File: src/rtl/mem_arb_pkg.sv
// Shared types and constants for the CPU/host memory arbiter.
package mem_arb_pkg;

    typedef enum logic [1:0] {
        IDLE  = 2'd0,
        ISSUE = 2'd1,
        WAIT  = 2'd2,
        ACK   = 2'd3
    } arb_state_e;

    typedef enum logic {
        GNT_CPU  = 1'b0,
        GNT_HOST = 1'b1
    } gnt_e;

    localparam int RD_LAT_MAX = 4;
    localparam int LAT_CW     = $clog2(RD_LAT_MAX);
    localparam int STARVE_CW  = 8;

endpackage

File: src/rtl/mem_arbiter_if.sv
// Request/ack bus for both requesters plus the RAM-side signals of the arbiter.
interface mem_arbiter_if #(
    parameter int AW = 8,
    parameter int DW = 16
);
    logic          i_cpu_req;
    logic          i_cpu_we;
    logic [AW-1:0] i_cpu_addr;
    logic [DW-1:0] i_cpu_wdata;
    logic          o_cpu_ack;
    logic [DW-1:0] o_cpu_rdata;
    logic          o_cpu_stall;

    logic          i_host_req;
    logic          i_host_we;
    logic [AW-1:0] i_host_addr;
    logic [DW-1:0] i_host_wdata;
    logic          o_host_ack;
    logic [DW-1:0] o_host_rdata;

    logic          o_mem_en;
    logic          o_mem_we;
    logic [AW-1:0] o_mem_addr;
    logic [DW-1:0] o_mem_din;
    logic [DW-1:0] i_mem_dout;

    logic          o_busy;

    modport slave (
        input  i_cpu_req, i_cpu_we, i_cpu_addr, i_cpu_wdata,
        input  i_host_req, i_host_we, i_host_addr, i_host_wdata,
        input  i_mem_dout,
        output o_cpu_ack, o_cpu_rdata, o_cpu_stall,
        output o_host_ack, o_host_rdata,
        output o_mem_en, o_mem_we, o_mem_addr, o_mem_din,
        output o_busy
    );

    modport master (
        output i_cpu_req, i_cpu_we, i_cpu_addr, i_cpu_wdata,
        output i_host_req, i_host_we, i_host_addr, i_host_wdata,
        output i_mem_dout,
        input  o_cpu_ack, o_cpu_rdata, o_cpu_stall,
        input  o_host_ack, o_host_rdata,
        input  o_mem_en, o_mem_we, o_mem_addr, o_mem_din,
        input  o_busy
    );
endinterface

File: src/rtl/mem_arb_select.sv
// Fixed CPU priority with a saturating host starvation counter that forces a host win.
module mem_arb_select
    import mem_arb_pkg::*;
#(
    parameter int HOST_MAX_WAIT = 8
) (
    input  logic i_clk,
    input  logic i_rstn,
    input  logic i_cpu_req,
    input  logic i_host_req,
    input  logic i_arb,
    input  gnt_e i_gnt,
    output gnt_e o_winner
);

    localparam logic [STARVE_CW-1:0] MAX_CNT = STARVE_CW'(HOST_MAX_WAIT);

    logic [STARVE_CW-1:0] cnt_q, cnt_d;

    always_comb begin
        o_winner = GNT_CPU;
        if (i_host_req && (!i_cpu_req || cnt_q == MAX_CNT)) begin
            o_winner = GNT_HOST;
        end
    end

    // While busy, the host only counts as waiting if it is not the current owner.
    always_comb begin
        cnt_d = cnt_q;
        if (i_arb) begin
            if (!i_host_req || o_winner == GNT_HOST) begin
                cnt_d = '0;
            end else if (cnt_q != MAX_CNT) begin
                cnt_d = cnt_q + 1'b1;
            end
        end else if (i_host_req && i_gnt != GNT_HOST && cnt_q != MAX_CNT) begin
            cnt_d = cnt_q + 1'b1;
        end
    end

    always_ff @(posedge i_clk or negedge i_rstn) begin
        if (!i_rstn) begin
            cnt_q <= '0;
        end else begin
            cnt_q <= cnt_d;
        end
    end

endmodule

File: src/rtl/mem_arbiter.sv
// Shares one single-port synchronous RAM between the CPU and the host loader port.
// state | meaning: IDLE arbitrate | ISSUE mem_en pulse | WAIT read latency | ACK ack pulse
module mem_arbiter
    import mem_arb_pkg::*;
#(
    parameter int AW            = 8,
    parameter int DW            = 16,
    parameter int RD_LAT        = 1,
    parameter int HOST_MAX_WAIT = 8
) (
    input  logic         i_clk,
    input  logic         i_rstn,
    mem_arbiter_if.slave bus
);

    localparam logic [LAT_CW-1:0] LAT_LOAD = LAT_CW'(RD_LAT - 1);

    arb_state_e        state_q, state_d;
    gnt_e              gnt_q, gnt_d;
    gnt_e              winner;
    logic [LAT_CW-1:0] lat_q, lat_d;
    logic              mem_en_q, mem_en_d;
    logic              mem_we_q, mem_we_d;
    logic [AW-1:0]     mem_addr_q, mem_addr_d;
    logic [DW-1:0]     mem_din_q, mem_din_d;
    logic [DW-1:0]     cpu_rdata_q, cpu_rdata_d;
    logic [DW-1:0]     host_rdata_q, host_rdata_d;
    logic              cpu_ack, host_ack;

    mem_arb_select #(
        .HOST_MAX_WAIT(HOST_MAX_WAIT)
    ) u_select (
        .i_clk     (i_clk),
        .i_rstn    (i_rstn),
        .i_cpu_req (bus.i_cpu_req),
        .i_host_req(bus.i_host_req),
        .i_arb     (state_q == IDLE),
        .i_gnt     (gnt_q),
        .o_winner  (winner)
    );

    always_comb begin
        state_d      = state_q;
        gnt_d        = gnt_q;
        lat_d        = lat_q;
        mem_en_d     = 1'b0;
        mem_we_d     = 1'b0;
        mem_addr_d   = mem_addr_q;
        mem_din_d    = mem_din_q;
        cpu_rdata_d  = cpu_rdata_q;
        host_rdata_d = host_rdata_q;
        case (state_q)
            IDLE: begin
                if (bus.i_cpu_req || bus.i_host_req) begin
                    gnt_d    = winner;
                    state_d  = ISSUE;
                    mem_en_d = 1'b1;
                    if (winner == GNT_HOST) begin
                        mem_we_d   = bus.i_host_we;
                        mem_addr_d = bus.i_host_addr;
                        mem_din_d  = bus.i_host_wdata;
                    end else begin
                        mem_we_d   = bus.i_cpu_we;
                        mem_addr_d = bus.i_cpu_addr;
                        mem_din_d  = bus.i_cpu_wdata;
                    end
                end
            end
            ISSUE: begin
                // mem_we_q doubles as the latched direction for this access.
                if (mem_we_q) begin
                    state_d = ACK;
                end else begin
                    state_d = WAIT;
                    lat_d   = LAT_LOAD;
                end
            end
            WAIT: begin
                if (lat_q != '0) begin
                    lat_d = lat_q - 1'b1;
                end else begin
                    state_d = ACK;
                    if (gnt_q == GNT_HOST) begin
                        host_rdata_d = bus.i_mem_dout;
                    end else begin
                        cpu_rdata_d = bus.i_mem_dout;
                    end
                end
            end
            ACK: begin
                state_d = IDLE;
            end
            default: begin
                state_d = IDLE;
            end
        endcase
    end

    always_ff @(posedge i_clk or negedge i_rstn) begin
        if (!i_rstn) begin
            state_q      <= IDLE;
            gnt_q        <= GNT_CPU;
            lat_q        <= '0;
            mem_en_q     <= 1'b0;
            mem_we_q     <= 1'b0;
            mem_addr_q   <= '0;
            mem_din_q    <= '0;
            cpu_rdata_q  <= '0;
            host_rdata_q <= '0;
        end else begin
            state_q      <= state_d;
            gnt_q        <= gnt_d;
            lat_q        <= lat_d;
            mem_en_q     <= mem_en_d;
            mem_we_q     <= mem_we_d;
            mem_addr_q   <= mem_addr_d;
            mem_din_q    <= mem_din_d;
            cpu_rdata_q  <= cpu_rdata_d;
            host_rdata_q <= host_rdata_d;
        end
    end

    assign cpu_ack  = (state_q == ACK) && (gnt_q == GNT_CPU);
    assign host_ack = (state_q == ACK) && (gnt_q == GNT_HOST);

    assign bus.o_cpu_ack    = cpu_ack;
    assign bus.o_cpu_rdata  = cpu_rdata_q;
    assign bus.o_cpu_stall  = bus.i_cpu_req & ~cpu_ack;
    assign bus.o_host_ack   = host_ack;
    assign bus.o_host_rdata = host_rdata_q;
    assign bus.o_mem_en     = mem_en_q;
    assign bus.o_mem_we     = mem_we_q;
    assign bus.o_mem_addr   = mem_addr_q;
    assign bus.o_mem_din    = mem_din_q;
    assign bus.o_busy       = (state_q != IDLE);

endmodule
File: src/flat_wrapper.sv
// flat-port wrapper written by rule: the top's interface ports become plain ports
module mem_arbiter_flat import mem_arb_pkg::*;
#(
    parameter int AW            = 8,
    parameter int DW            = 16,
    parameter int RD_LAT        = 1,
    parameter int HOST_MAX_WAIT = 8
)
  (i_clk, i_rstn, bus_i_cpu_req, bus_i_cpu_we, bus_i_cpu_addr, bus_i_cpu_wdata, bus_i_host_req, bus_i_host_we, bus_i_host_addr, bus_i_host_wdata, bus_i_mem_dout, bus_o_cpu_ack, bus_o_cpu_rdata, bus_o_cpu_stall, bus_o_host_ack, bus_o_host_rdata, bus_o_mem_en, bus_o_mem_we, bus_o_mem_addr, bus_o_mem_din, bus_o_busy);
  mem_arbiter_if #(.AW(AW), .DW(DW)) bus_i ();
  input  logic i_clk;
  input  logic i_rstn;
  input wire logic [$bits(bus_i.i_cpu_req)-1:0] bus_i_cpu_req;
  input wire logic [$bits(bus_i.i_cpu_we)-1:0] bus_i_cpu_we;
  input wire logic [$bits(bus_i.i_cpu_addr)-1:0] bus_i_cpu_addr;
  input wire logic [$bits(bus_i.i_cpu_wdata)-1:0] bus_i_cpu_wdata;
  input wire logic [$bits(bus_i.i_host_req)-1:0] bus_i_host_req;
  input wire logic [$bits(bus_i.i_host_we)-1:0] bus_i_host_we;
  input wire logic [$bits(bus_i.i_host_addr)-1:0] bus_i_host_addr;
  input wire logic [$bits(bus_i.i_host_wdata)-1:0] bus_i_host_wdata;
  input wire logic [$bits(bus_i.i_mem_dout)-1:0] bus_i_mem_dout;
  output wire logic [$bits(bus_i.o_cpu_ack)-1:0] bus_o_cpu_ack;
  output wire logic [$bits(bus_i.o_cpu_rdata)-1:0] bus_o_cpu_rdata;
  output wire logic [$bits(bus_i.o_cpu_stall)-1:0] bus_o_cpu_stall;
  output wire logic [$bits(bus_i.o_host_ack)-1:0] bus_o_host_ack;
  output wire logic [$bits(bus_i.o_host_rdata)-1:0] bus_o_host_rdata;
  output wire logic [$bits(bus_i.o_mem_en)-1:0] bus_o_mem_en;
  output wire logic [$bits(bus_i.o_mem_we)-1:0] bus_o_mem_we;
  output wire logic [$bits(bus_i.o_mem_addr)-1:0] bus_o_mem_addr;
  output wire logic [$bits(bus_i.o_mem_din)-1:0] bus_o_mem_din;
  output wire logic [$bits(bus_i.o_busy)-1:0] bus_o_busy;
  assign bus_i.i_cpu_req = bus_i_cpu_req;
  assign bus_i.i_cpu_we = bus_i_cpu_we;
  assign bus_i.i_cpu_addr = bus_i_cpu_addr;
  assign bus_i.i_cpu_wdata = bus_i_cpu_wdata;
  assign bus_i.i_host_req = bus_i_host_req;
  assign bus_i.i_host_we = bus_i_host_we;
  assign bus_i.i_host_addr = bus_i_host_addr;
  assign bus_i.i_host_wdata = bus_i_host_wdata;
  assign bus_i.i_mem_dout = bus_i_mem_dout;
  assign bus_o_cpu_ack = bus_i.o_cpu_ack;
  assign bus_o_cpu_rdata = bus_i.o_cpu_rdata;
  assign bus_o_cpu_stall = bus_i.o_cpu_stall;
  assign bus_o_host_ack = bus_i.o_host_ack;
  assign bus_o_host_rdata = bus_i.o_host_rdata;
  assign bus_o_mem_en = bus_i.o_mem_en;
  assign bus_o_mem_we = bus_i.o_mem_we;
  assign bus_o_mem_addr = bus_i.o_mem_addr;
  assign bus_o_mem_din = bus_i.o_mem_din;
  assign bus_o_busy = bus_i.o_busy;
  mem_arbiter #(.AW(AW), .DW(DW), .RD_LAT(RD_LAT), .HOST_MAX_WAIT(HOST_MAX_WAIT)) u_core (.i_clk(i_clk), .i_rstn(i_rstn), .bus(bus_i));
endmodule
File: config.mk
export PLATFORM = sky130hd
export DESIGN_NAME = mem_arbiter_flat
export DESIGN_NICKNAME = d
export VERILOG_FILES = /design/src/rtl/mem_arb_pkg.sv /design/src/rtl/mem_arbiter_if.sv /design/src/rtl/mem_arb_select.sv /design/src/rtl/mem_arbiter.sv /design/src/flat_wrapper.sv
export SDC_FILE = /design/constraint.sdc
export NUM_CORES = 1
export LEC_CHECK = 0
export ABC_AREA = 1
export BUFFER_PORTS_ARGS = -buffer_cell sky130_fd_sc_hd__buf_4
export CORE_MARGIN = 2
export CORE_UTILIZATION = 54
export CTS_BUF_LIST = sky130_fd_sc_hd__clkbuf_8
export DETAILED_ROUTE_END_ITERATION = 7
export PLACE_DENSITY_LB_ADDON = 0.12
export SLEW_MARGIN = 20
export SYNTH_ARGS = -nofsm -noshare
export SYNTH_HDL_FRONTEND = slang
export SYNTH_SLANG_ARGS = --single-unit
File: constraint.sdc
create_clock -name i_clk -period 3.2 [get_ports i_clk]
set_input_delay 0.96 -clock i_clk [delete_from_list [all_inputs] [get_ports i_clk]]
set_output_delay 0.96 -clock i_clk [all_outputs]
set_load 0.01 [all_outputs]
After elaboration in Yosys (flattened, before gate mapping) --
Cells that the tools add are included. Widths: inputs -> output; s select.
Word-level totals: bits in registers 71, latch bits 0, RAM bits 0, bits in read-only memories 0, bits of input ports 70, word-level logic and storage cells 66, memories kept 0
Operators by class: $add $sub $neg 2, $mul 0, divide/modulo/power cells 0, order comparisons 0, eq/ne operators 10, shifts and indexed selects 0, multiplexer cells 19, bitwise logic cells 4, reduce and logical (&&, ||, !) cells 21
Operator list (number):
- $mux 8 | 5
- $mux 16 | 1
- $reduce_and 3->1 | 3
- $add 8x1->8 const B | 1
- $eq 8x4->1 const B | 1
- $mux 2 | 4
- $ne 8x4->1 const B | 1
- $pmux 2 s4 | 1
- $reduce_bool 2->1 | 4
- $mux 1 | 7
- $reduce_and 2->1 | 3
- $logic_and 1x1->1 | 5
- $eq 2x2->1 const B | 2
- $ne 2x1->1 const B | 2
- $ne 2x2->1 const B | 2
- $pmux 2 s2 | 1
- $logic_or 1x1->1 | 3
- $ne 3x1->1 const B | 1
- $not 1->1 | 3
- $eq 2x1->1 const B | 1
- $logic_not 1->1 | 2
- $logic_not 2->1 | 1
- $sub 2x1->2 const B | 1
- $and 1x1->1 | 1

Depth between registers and ports, before layout --
Gate-level depths: netlist (run 1).
word-level depth 7, depth in mapped cells 12, depth with buffers taken out 11

By module --
A second synthesis (run 1) with hierarchy kept.
Unflattened totals: cells, all modules 427, area total of the unflattened synthesis 3519.6 µm²
Modules (own cells, without submodules):
- mem_arbiter | times used 1, cells each 358, area an instance 2984.1 µm², sequential area each 1576.5 µm²
- mem_arb_select | times used 1, cells each 69, area an instance 535.5 µm², sequential area each 200.2 µm²

Least setup slack after synthesis (run 1) --
Ideal clock, no wire load.
kind input -> output, from in bus_i_cpu_req, to out bus_o_cpu_stall, arrival time 1151 ps, data required time 2240 ps, setup slack 1089 ps, cell stages on the path 2, buffers on the path 0, path through inv_1 -> nor2_1
On the way: word-level cells in the longest chain between the ends 1
Ends and longest elaborated chain:
- start, declared | line flat_wrapper.sv:13 | input wire logic [$bits(bus_i.i_cpu_req)-1:0] bus_i_cpu_req;
- $and 1x1->1 | line mem_arbiter.sv:128 | assign bus.o_cpu_stall = bus.i_cpu_req & ~cpu_ack;
- end, declared | line flat_wrapper.sv:24 | output wire logic [$bits(bus_i.o_cpu_stall)-1:0] bus_o_cpu_stall;
No other way between the ends.

Final worst setup path (run 1) --
from reg u_core.state_q[0], to out bus_o_busy
On the way: word-level cells in the longest chain between the ends 1
Ends and longest elaborated chain:
- start, declared | line mem_arbiter.sv:18 | arb_state_e state_q, state_d;
- start signal, assigned | line mem_arbiter.sv:111 | state_q <= state_d;
- $reduce_bool 2->1 | line mem_arbiter.sv:135 | assign bus.o_busy = (state_q != IDLE);
- end, declared | line flat_wrapper.sv:31 | output wire logic [$bits(bus_i.o_busy)-1:0] bus_o_busy;
No other way between the ends.

==> metrics.cfg, run 1 <==
[pwr]
share_seq_of_total_power_pct = 37.6
p_comb_share_pct = 43.5
power_mw = 4.15
cell_internal_pwr_mw = 2.56
netSwitchingFraction_pct = 38.3
ir_drop_v = 0.000517
switching_power_mw = 1.59
p_leak_nw = 2.58
clkPwrFrac_pct = 18.9
powerDensity_nw_per_um2 = 913

[place]
hpwl_mm = 6.13
dp.cells = 611
place_congestion = 0.778
dpl_worst_slack_ps = 840
portBuffers = 131

[sta]
tightest_slew_ps = 932
setup_ws_ps = 833
max_freq_ghz = 0.422
post-route-period-util_pct = 74.0
finalClockSkew_ps = 12.8
slew-limit-headroom_pct = 37.9
hold_viol = 0
whs_ps = 487
slew_violations = 0
setup_tns_ps = 0
rsz0062_at_grt = no
layout_min_cycle_time_ps = 2370
setup_viol = 0

[synth]
synth_area_um2 = 3350
ys_seq_area_share_pct = 53.0
synth.distinct_cells = 22
synth.most_common_cell = nand2_1
synth_seq_cells = 71
synth_area_leaders = dfrtp_1, nand2_1, o21ai_0
yosysTopAreaCell = dfrtp_1
yosys_warnings = 0
synthArstFlopShare_pct = 100
synth_cells = 423
synth_edf_count = 0
avgSynthCellArea_um2 = 7.92
synth_nets = 501
ys_top_cells_by_count = nand2_1, dfrtp_1, o21ai_0, nand3_1, inv_1
synth_top_area_share_pct = 53.0
ys.flop_type = dfrtp_1

[worst_setup_path]
critPathKind = reg2out
crit_path_start_kind = flip-flop
cp_data_arrival_time_ps = 1410
endpoint_kind = output pin
cp.required_ps = 2240
crit_fanout = 6

[layout]
nNetsFinal = 625
final_cells = 627
drive_gt1_share_pct = 28.4
area_growth_pct = 35.7
antenna_cells = 0

[cts]
post_cts_buffers = 0
cts_root_buffer = clkbuf_8
cts_tree = built
ctsLongestPathBuffers = 2
clk_pin_slew_worst_paths_ps = 70
cts_num_sinks = 71
clk_latency_ps = 330
h-tree-depth = 3
ctsHoldBuffers = 0
cts_resized = 0
cts_buffers = 9

[route]
vias = 3139
drt_iter0_markers = 182
firstDrtPassIters = 4
route.detailed.drc = 0
route.final.wire_length_mm = 8.57
vias_per_cell = 5.01
ant_nets = 0
wl_per_cell_um = 13.7

[global_route]
gr-total-overflow = 0
grt_max_degree = 72
grt_first_pass_wirelength_mm = 13.3
antenna_found_initial = 0
grt_use_total_pct = 25.7
grt_pass1_vias = 3006

[floorplan]
start_util_pct = 56.3
die_y_um = 82.8
die_area_um2 = 6850
die_w_um = 82.8
row_count = 28
io_pins = 132
coreArea_um2 = 5960

[outcome]
status = finished clean

[job]
max_cap_violations = 0

[min_path]
hold_class = reg2reg

==> final cells by class <==
class                   instances  area [µm²]
repair buffers                132         991
multi-input cells             297        1330
fillers                       463        1410
clock buffers                  10         138
well taps                      75        93.8
flip-flops and latches         71        1780
clock inverters                 6        83.8
inverters                      36         135
==> metal layers <==
| layer | wire [µm] | GRT usage, % | vias to the layer above |
|---|---|---|---|
| li1 | - | - | 1575 |
| met1 | 3520 | 30.8 | 1432 |
| met2 | 4250 | 44.0 | 121 |
| met3 | 695 | 8.33 | 11 |
| met4 | 102 | 7.87 | 0 |
| met5 | 0 | 0 | - |
==> logic make-up (layout without fill, tap and decap cells) <==
logic type               count (synthesis)  after routing  synth area share (%)
AO/OA/AOI/OAI                           52             52                  7.84
AND/OR/NAND/NOR                        237            237                  28.8
flip-flops                              71             71                  53.0
buffers and inverters                   55            184                  7.32
adder cells (fa/ha/maj)                  8              8                  2.99
==> path summary, 6_finish.rpt <==
path	start	to	slack [ps]	cells after the start
worst max-delay path	u_core.state_q[0]$_DFFE_PN0P_	bus_o_busy	830	4
worst min-delay path	u_core.bus.o_cpu_rdata[0]$_DFFE_PN0P_	u_core.bus.o_cpu_rdata[0]$_DFFE_PN0P_	490	2
worst max register to register	u_core.state_q[0]$_DFFE_PN0P_	u_core.bus.o_host_rdata[6]$_DFFE_PN0P_	1240	6
worst min register to register	u_core.bus.o_cpu_rdata[0]$_DFFE_PN0P_	u_core.bus.o_cpu_rdata[0]$_DFFE_PN0P_	490	2
max in group asynchronous	i_rstn	u_core.bus.o_host_rdata[0]$_DFFE_PN0P_	1870	1
min in group asynchronous	i_rstn	u_core.state_q[0]$_DFFE_PN0P_	730	1
==> sequential cells by signal, indices dropped and copies added (netlist names) <==
name	cells
u_core.bus.o_cpu_rdata	16
u_core.bus.o_host_rdata	16
u_core.bus.o_mem_addr	8
u_core.bus.o_mem_din	16
u_core.bus.o_mem_en	1
u_core.bus.o_mem_we	1
u_core.gnt_q	1
u_core.lat_q	2
u_core.state_q	2
u_core.u_select.cnt_q	8
==> power groups by stage <==
| stage | Clock (mW) | Sequential [mW] | Combinational, mW |
|---|---|---|---|
| after CTS | 0.794 | 1.56 | 1.83 |
| after global placement | 0 | 1.56 | 1.74 |
| after floorplan | 0 | 1.70 | 0.802 |
| final | 0.784 | 1.56 | 1.80 |
| after detailed placement | 0 | 1.56 | 1.82 |
| after global routing | 0.845 | 1.61 | 2.01 |
==> critical path, cell delays in order (launching register included) <==
cell,delay (ps)
dfrtp_1,410
inv_1,160
ha_1,260
inv_2,90
buf_4,150
==> cell usage in the layout, fill, tap and decap left out, drive strengths merged <==
cell type | Yosys | layout
nand2 | 184 | 184
buf | 10 | 132
dfrtp | 71 | 71
o21ai | 44 | 44
inv | 36 | 36
nand3 | 34 | 34
nor2 | 15 | 15
clkbuf | 9 | 10
ha | 8 | 8
a21oi | 7 | 7
clkinv | 0 | 4
bufinv | 0 | 2
a22oi | 1 | 1
and3 | 1 | 1
nand4 | 1 | 1
or2 | 1 | 1
nor3 | 1 | 1
==> per-stage QoR <==
stage	utilization [%]	instance area, µm²
final	76.3	4550
after global routing	76.3	4550
after CTS	76.3	4550
after detailed placement	72.6	4330
after global placement	72.6	4330
after floorplan	-	3350
Note: power is estimated with default switching activity, not from simulation.
==> run 2: changes to the inputs <==
- CORE_UTILIZATION: 54 -> 45
- clock period: 3.2 -> 1.9 ns (I/O delays scaled with it)
==> run 2 against run 1 <==
Effect of this change: worst hold slack got worse by 330 ps; worst setup slack got worse by 790 ps; total power increased by 65%; critical path type unchanged; critical endpoint is now bus_o_cpu_stall; highest routed layer unchanged.
==> metrics.cfg, run 2 (synthesis gave the netlist of run 1 again) <==
[layout]
nNetsFinal = 633  ; +1.3%
final_cell_mix = nand2_1, buf_4, dfrtp_1
antenna_cells = 0  ; unchanged
fillers = 667  ; +44%
final_area_um2 = 4630  ; +1.9%
drive_gt1_share_pct = 30.5  ; +2.1 points
area_growth_pct = 38.3
mostFrequentLayoutCell = nand2_1

[place]
portBuffers = 131  ; unchanged
place_congestion = 0.789  ; +1.5%
dpl_worst_slack_ps = 268  ; -572 ps
dpl_cell_area_um2 = 4410  ; +2.0%
hpwl_mm = 6.08  ; -0.88%

[global_route]
grt_first_pass_wirelength_mm = 14.1  ; +6.1%
gr-total-overflow = 0  ; unchanged
grt_max_degree = 43  ; -40%
antenna_found_initial = 0  ; unchanged
grt_pass1_vias = 2974  ; -1.1%
grt_use_total_pct = 21.4  ; -4.3 points

[cts]
cts_tree = built
ctsLongestPathBuffers = 2  ; unchanged
ctsHoldBuffers = 0  ; unchanged
clk_pin_slew_worst_paths_ps = 90  ; +20 ps
cts_num_sinks = 71  ; unchanged
h-tree-depth = 3  ; unchanged
cts_root_buffer = clkbuf_8
clk_latency_ps = 340  ; about the same
cts_buffers = 9  ; unchanged

[sta]
rsz0062_at_grt = yes
hold_viol = 0  ; unchanged
setup_ws_ps = 46.4  ; -787 ps
setup_viol = 0  ; unchanged
setup_tns_ps = 0  ; unchanged
post-route-period-util_pct = 97.6
max_freq_ghz = 0.539
tightest_slew_ps = 432  ; -499 ps
layout_min_cycle_time_ps = 1850
slew_violations = 0  ; unchanged
slew-limit-headroom_pct = 71.1  ; +33 points
finalClockSkew_ps = 9.16  ; -3.60 ps

[pwr]
ir_drop_v = 0.000640  ; +24%
p_leak_nw = 2.59  ; +0.31%
powerDensity_nw_per_um2 = 1480  ; +62%
power_mw = 6.84  ; +65%

[floorplan]
die_area_um2 = 8150  ; +19%
coreArea_um2 = 7210  ; +21%
start_util_pct = 46.4  ; -9.8 points
die_y_um = 90.3  ; +9.1%
die_w_um = 90.3  ; +9.1%
row_count = 31  ; +11%
io_pins = 132  ; unchanged

[route]
vias = 3142  ; +0.096%
route.final.wire_length_mm = 8.31  ; -3.0%
route.detailed.drc = 0  ; unchanged
drt_iter0_markers = 156  ; -14%
ant_nets = 0  ; unchanged
wl_per_cell_um = 12.6  ; -7.7%
firstDrtPassIters = 5  ; +1
vias_per_cell = 4.77  ; -4.8%

[worst_setup_path]
crit_path_start_kind = flip-flop
crit_family = flip-flops
path_cells = ha_2, inv_2, nor2_4, nor2_1, buf_4
critPathKind = reg2out
crit_fanout = 4  ; -2
cp.required_ps = 1330  ; -910 ps
cp_data_arrival_time_ps = 1280  ; -130 ps
endpoint_kind = output pin
worst_path_max_delay_cell = dfrtp_1
cp.buffers_inverters = 2  ; -1
critPathMaxStageDelay_ps = 430  ; +20 ps

[outcome]
status = finished clean

[min_path]
hold_class = in2async

[job]
max_cap_violations = 0  ; unchanged

## run 2: cell count changes in the layout (fill, tap and decap cells not counted), moves of 2 or more
cell        before  now
clkinv_2         3    1
buf_4          132  139
bufinv_16        2    0
clkinvlp_4       0    3
inv_2            3    6
inv_1           33   30
ha_1             8    6
## run 2: report_power, final
group | switching [mW] | leakage (nW) | internal, mW
clock network | 0.578 | 0.0849 | 0.513
logic | 1.67 | 1.62 | 1.45
registers | 0.440 | 0.889 | 2.19
total | 2.69 | 2.59 | 4.15
## run 2: final timing paths
kind,startpoint,endpoint,slack [ps],depth (start not counted)
max in group asynchronous,i_rstn,u_core.bus.o_host_rdata[10]$_DFFE_PN0P_,1190,2
min in group i_clk,u_core.bus.o_mem_addr[7]$_DFFE_PN0P_,u_core.bus.o_mem_addr[7]$_DFFE_PN0P_,480,2
min reg2reg,u_core.bus.o_mem_addr[7]$_DFFE_PN0P_,u_core.bus.o_mem_addr[7]$_DFFE_PN0P_,480,2
min,i_rstn,u_core.bus.o_host_rdata[3]$_DFFE_PN0P_,150,1
max,u_core.state_q[1]$_DFFE_PN0P_,bus_o_cpu_stall,50,5
max reg2reg,u_core.u_select.cnt_q[0]$_DFFE_PN0P_,u_core.bus.o_mem_addr[6]$_DFFE_PN0P_,280,11
## run 2: metal layers
metal,up-vias,GRT usage [%],routed length (µm),part of all wire [%]
met5,-,0,0,0
met4,0,6.54,100,1.2
met3,9,4.76,552,6.6
met2,103,35.0,4090,49
met1,1448,28.6,3570,43
li1,1582,-,-,-
## run 2: layout make-up
| cell class | count | area [µm²] | share of cell area [%] |
|---|---|---|---|
| Sequential cell | 71 | 1780 | 38.3 |
| Timing Repair Buffer | 140 | 1060 | 23.0 |
| Tap cell | 99 | 124 | 2.67 |
| Multi-Input combinational cell | 297 | 1350 | 29.2 |
| Clock inverter | 6 | 45.0 | 0.972 |
| Clock buffer | 10 | 138 | 2.97 |
| Inverter | 36 | 135 | 2.92 |
## run 2: timing repair
| action | in CTS | in global routing |
|---|---|---|
| setup endpoints to repair | 1 | 2 |
| pin swaps | 0 | 1 |
| buffers inserted | 0 | 2 |
| gates resized for setup | 3 | 5 |
## run 2: per-stage QoR
| step | cells | util (%) | hold WS (ps) |
|---|---|---|---|
| 2_1_floorplan | 423 | - | 274 |
| 3_3_place_gp | 641 | 61.2 | 464 |
| 3_5_place_dp | 641 | 61.2 | 466 |
| 4_1_cts | 657 | 63.9 | 160 |
| 5_1_grt | 659 | 64.2 | 179 |
| 6_report | 659 | 64.2 | 155 |
==> run 3: changes to the inputs <==
- PLACE_DENSITY: default -> 0.78
- PLACE_DENSITY_LB_ADDON: 0.12 -> default
==> run 3 against run 2 <==
Effect of this change: sequential cell count did not move; worst hold slack got worse by 42 ps; clock skew up 3.7 ps; worst setup slack got worse by 28 ps; largest power group unchanged; highest routed layer unchanged.
==> metrics.cfg, run 3 (synthesis gave the netlist of run 1 again) <==
[cts]
ctsLongestPathBuffers = 2  ; unchanged
h-tree-depth = 3  ; unchanged
cts_num_sinks = 71  ; unchanged
cts_root_buffer = clkbuf_8
cts_buffers = 9  ; unchanged
cts_tree = built
clk_latency_ps = 350  ; about the same
ctsHoldBuffers = 0  ; unchanged
clk_pin_slew_worst_paths_ps = 90  ; about the same

[sta]
setup_viol = 0  ; unchanged
finalClockSkew_ps = 12.8  ; +3.67 ps
tightest_slew_ps = 410  ; -22.4 ps
rsz0062_at_grt = yes
slew-limit-headroom_pct = 72.6  ; +1.5 points
slew_violations = 0  ; unchanged
max_freq_ghz = 0.532  ; -1.5%
layout_min_cycle_time_ps = 1880  ; +27.6 ps
setup_tns_ps = 0  ; unchanged
post-route-period-util_pct = 99.0  ; +1.5 points
hold_viol = 0  ; unchanged

[layout]
mostFrequentLayoutCell = nand2_1
nNetsFinal = 634  ; +0.16%
antenna_cells = 0  ; unchanged
area_growth_pct = 38.6
final_cells = 660  ; +0.15%
fin_util_pct = 64.4  ; +0.16 points
fillers = 649  ; -2.7%
final_cell_mix = nand2_1, buf_4, dfrtp_1
drive_gt1_share_pct = 30.8  ; +0.30 points

[route]
route.detailed.drc = 0  ; unchanged
vias_per_cell = 4.79  ; +0.39%
firstDrtPassIters = 5  ; unchanged
ant_nets = 0  ; unchanged
route.final.wire_length_mm = 8.46  ; +1.8%
vias = 3159  ; +0.54%
wl_per_cell_um = 12.8  ; +1.7%
drt_iter0_markers = 121  ; -22%

[global_route]
grt_first_pass_wirelength_mm = 14.2  ; +0.24%
antenna_found_initial = 0  ; unchanged
gr-total-overflow = 0  ; unchanged
grt_use_total_pct = 21.2  ; -0.15 points
grt_pass1_vias = 3087  ; +3.8%
grt_max_degree = 36  ; -16%

[worst_setup_path]
r2r.worst_path.cells = 11  ; unchanged
crit_path_start_kind = flip-flop
path_cells = ha_2, inv_2, nor2_4, nor2_2, buf_4
endpoint_kind = output pin
critPathMaxStageDelay_ps = 430  ; about the same
worst_path_max_delay_cell = dfrtp_1
critPathKind = reg2out
crit_fanout = 4  ; unchanged
cp.required_ps = 1330  ; about the same
cp_data_arrival_time_ps = 1310  ; +30 ps

[outcome]
status = finished clean

[job]
max_cap_violations = 0  ; unchanged

[place]
hpwl_mm = 6.18  ; +1.6%
dp.cells = 642  ; +0.16%
place_congestion = 0.828  ; +4.9%
portBuffers = 131  ; unchanged

[floorplan]
die_w_um = 90.3  ; unchanged
die_area_um2 = 8150  ; unchanged
row_count = 31  ; unchanged
io_pins = 132  ; unchanged
die_y_um = 90.3  ; unchanged
coreArea_um2 = 7210  ; unchanged
start_util_pct = 46.4  ; unchanged

[pwr]
switching_power_mw = 2.78  ; +3.6%
p_leak_nw = 2.60  ; +0.18%
share_seq_of_total_power_pct = 38.0  ; -0.5 points
ir_drop_v = 0.000730  ; +14%
netSwitchingFraction_pct = 40.2  ; +0.86 points
p_comb_share_pct = 45.7  ; +0.2 points
clkPwrFrac_pct = 16.4  ; +0.4 points
cell_internal_pwr_mw = 4.15  ; about the same
powerDensity_nw_per_um2 = 1490  ; +1.1%

[min_path]
hold_class = in2async

run 3: final timing paths:
check,start,endpoint,slack [ps]
setup / recovery,u_core.state_q[1]$_DFFE_PN0P_,bus_o_cpu_stall,20
hold / removal,i_rstn,u_core.bus.o_mem_addr[0]$_DFFE_PN0P_,110
setup reg to reg,u_core.u_select.cnt_q[0]$_DFFE_PN0P_,u_core.bus.o_mem_din[0]$_DFFE_PN0P_,280
hold reg to reg,u_core.bus.o_mem_din[10]$_DFFE_PN0P_,u_core.bus.o_mem_din[10]$_DFFE_PN0P_,490
max in group asynchronous,i_rstn,u_core.bus.o_mem_din[1]$_DFFE_PN0P_,1280
min in group i_clk,bus_i_cpu_we,u_core.bus.o_mem_we$_DFF_PN0_,470
run 3: repair_timing:
item,CTS,global route
gates resized for setup,3,6
pin swaps,0,3
endpoints found under the setup margin,1,2
buffers inserted,0,2
run 3: area by class of cell:
type	instances	area, µm²	area share, %
Clock inverter	7	60.1	1.29
Multi-Input combinational cell	297	1350	29.1
Inverter	36	135	2.91
Sequential cell	71	1780	38.3
Clock buffer	9	124	2.67
Timing Repair Buffer	141	1070	23.1
Tap cell	99	124	2.67
run 3: per-layer routing:
layer  part of all wire [%]  up-vias  GRT usage (%)
met3                    4.0       25           3.76
met5                      0        -              0
met4                    3.6        0           10.1
met1                     43     1460           26.6
li1                       -     1582              -
met2                     50       92           35.8
run 3: power groups by stage:
stage                     combinational (mW)  clock, mW  sequential, mW
after floorplan                         1.35          0            2.86
after global placement                  2.99          0            2.62
after detailed placement                3.10          0            2.63
after CTS                               3.11       1.16            2.63
after global routing                    3.52       1.23            2.71
final                                   3.17       1.13            2.63
run 3: critical path, delay by kind of cell, from the launching register on:
family	cells	cell delay (ps)
DFF	1	430
buffers and inverters	2	170
and+or+nand+nor	2	150
adders and majority gates	1	220
run 3: per-stage QoR:
stage	hold WS (ps)	power, mW	worst slack (ps)	area (µm²)
floorplan	274	4.21	352	3350
global placement	467	5.61	361	4420
detailed placement	467	5.73	290	4420
CTS	111	6.90	4.06	4610
global route	126	7.46	-31.4	4640
finish	113	6.93	18.7	4640
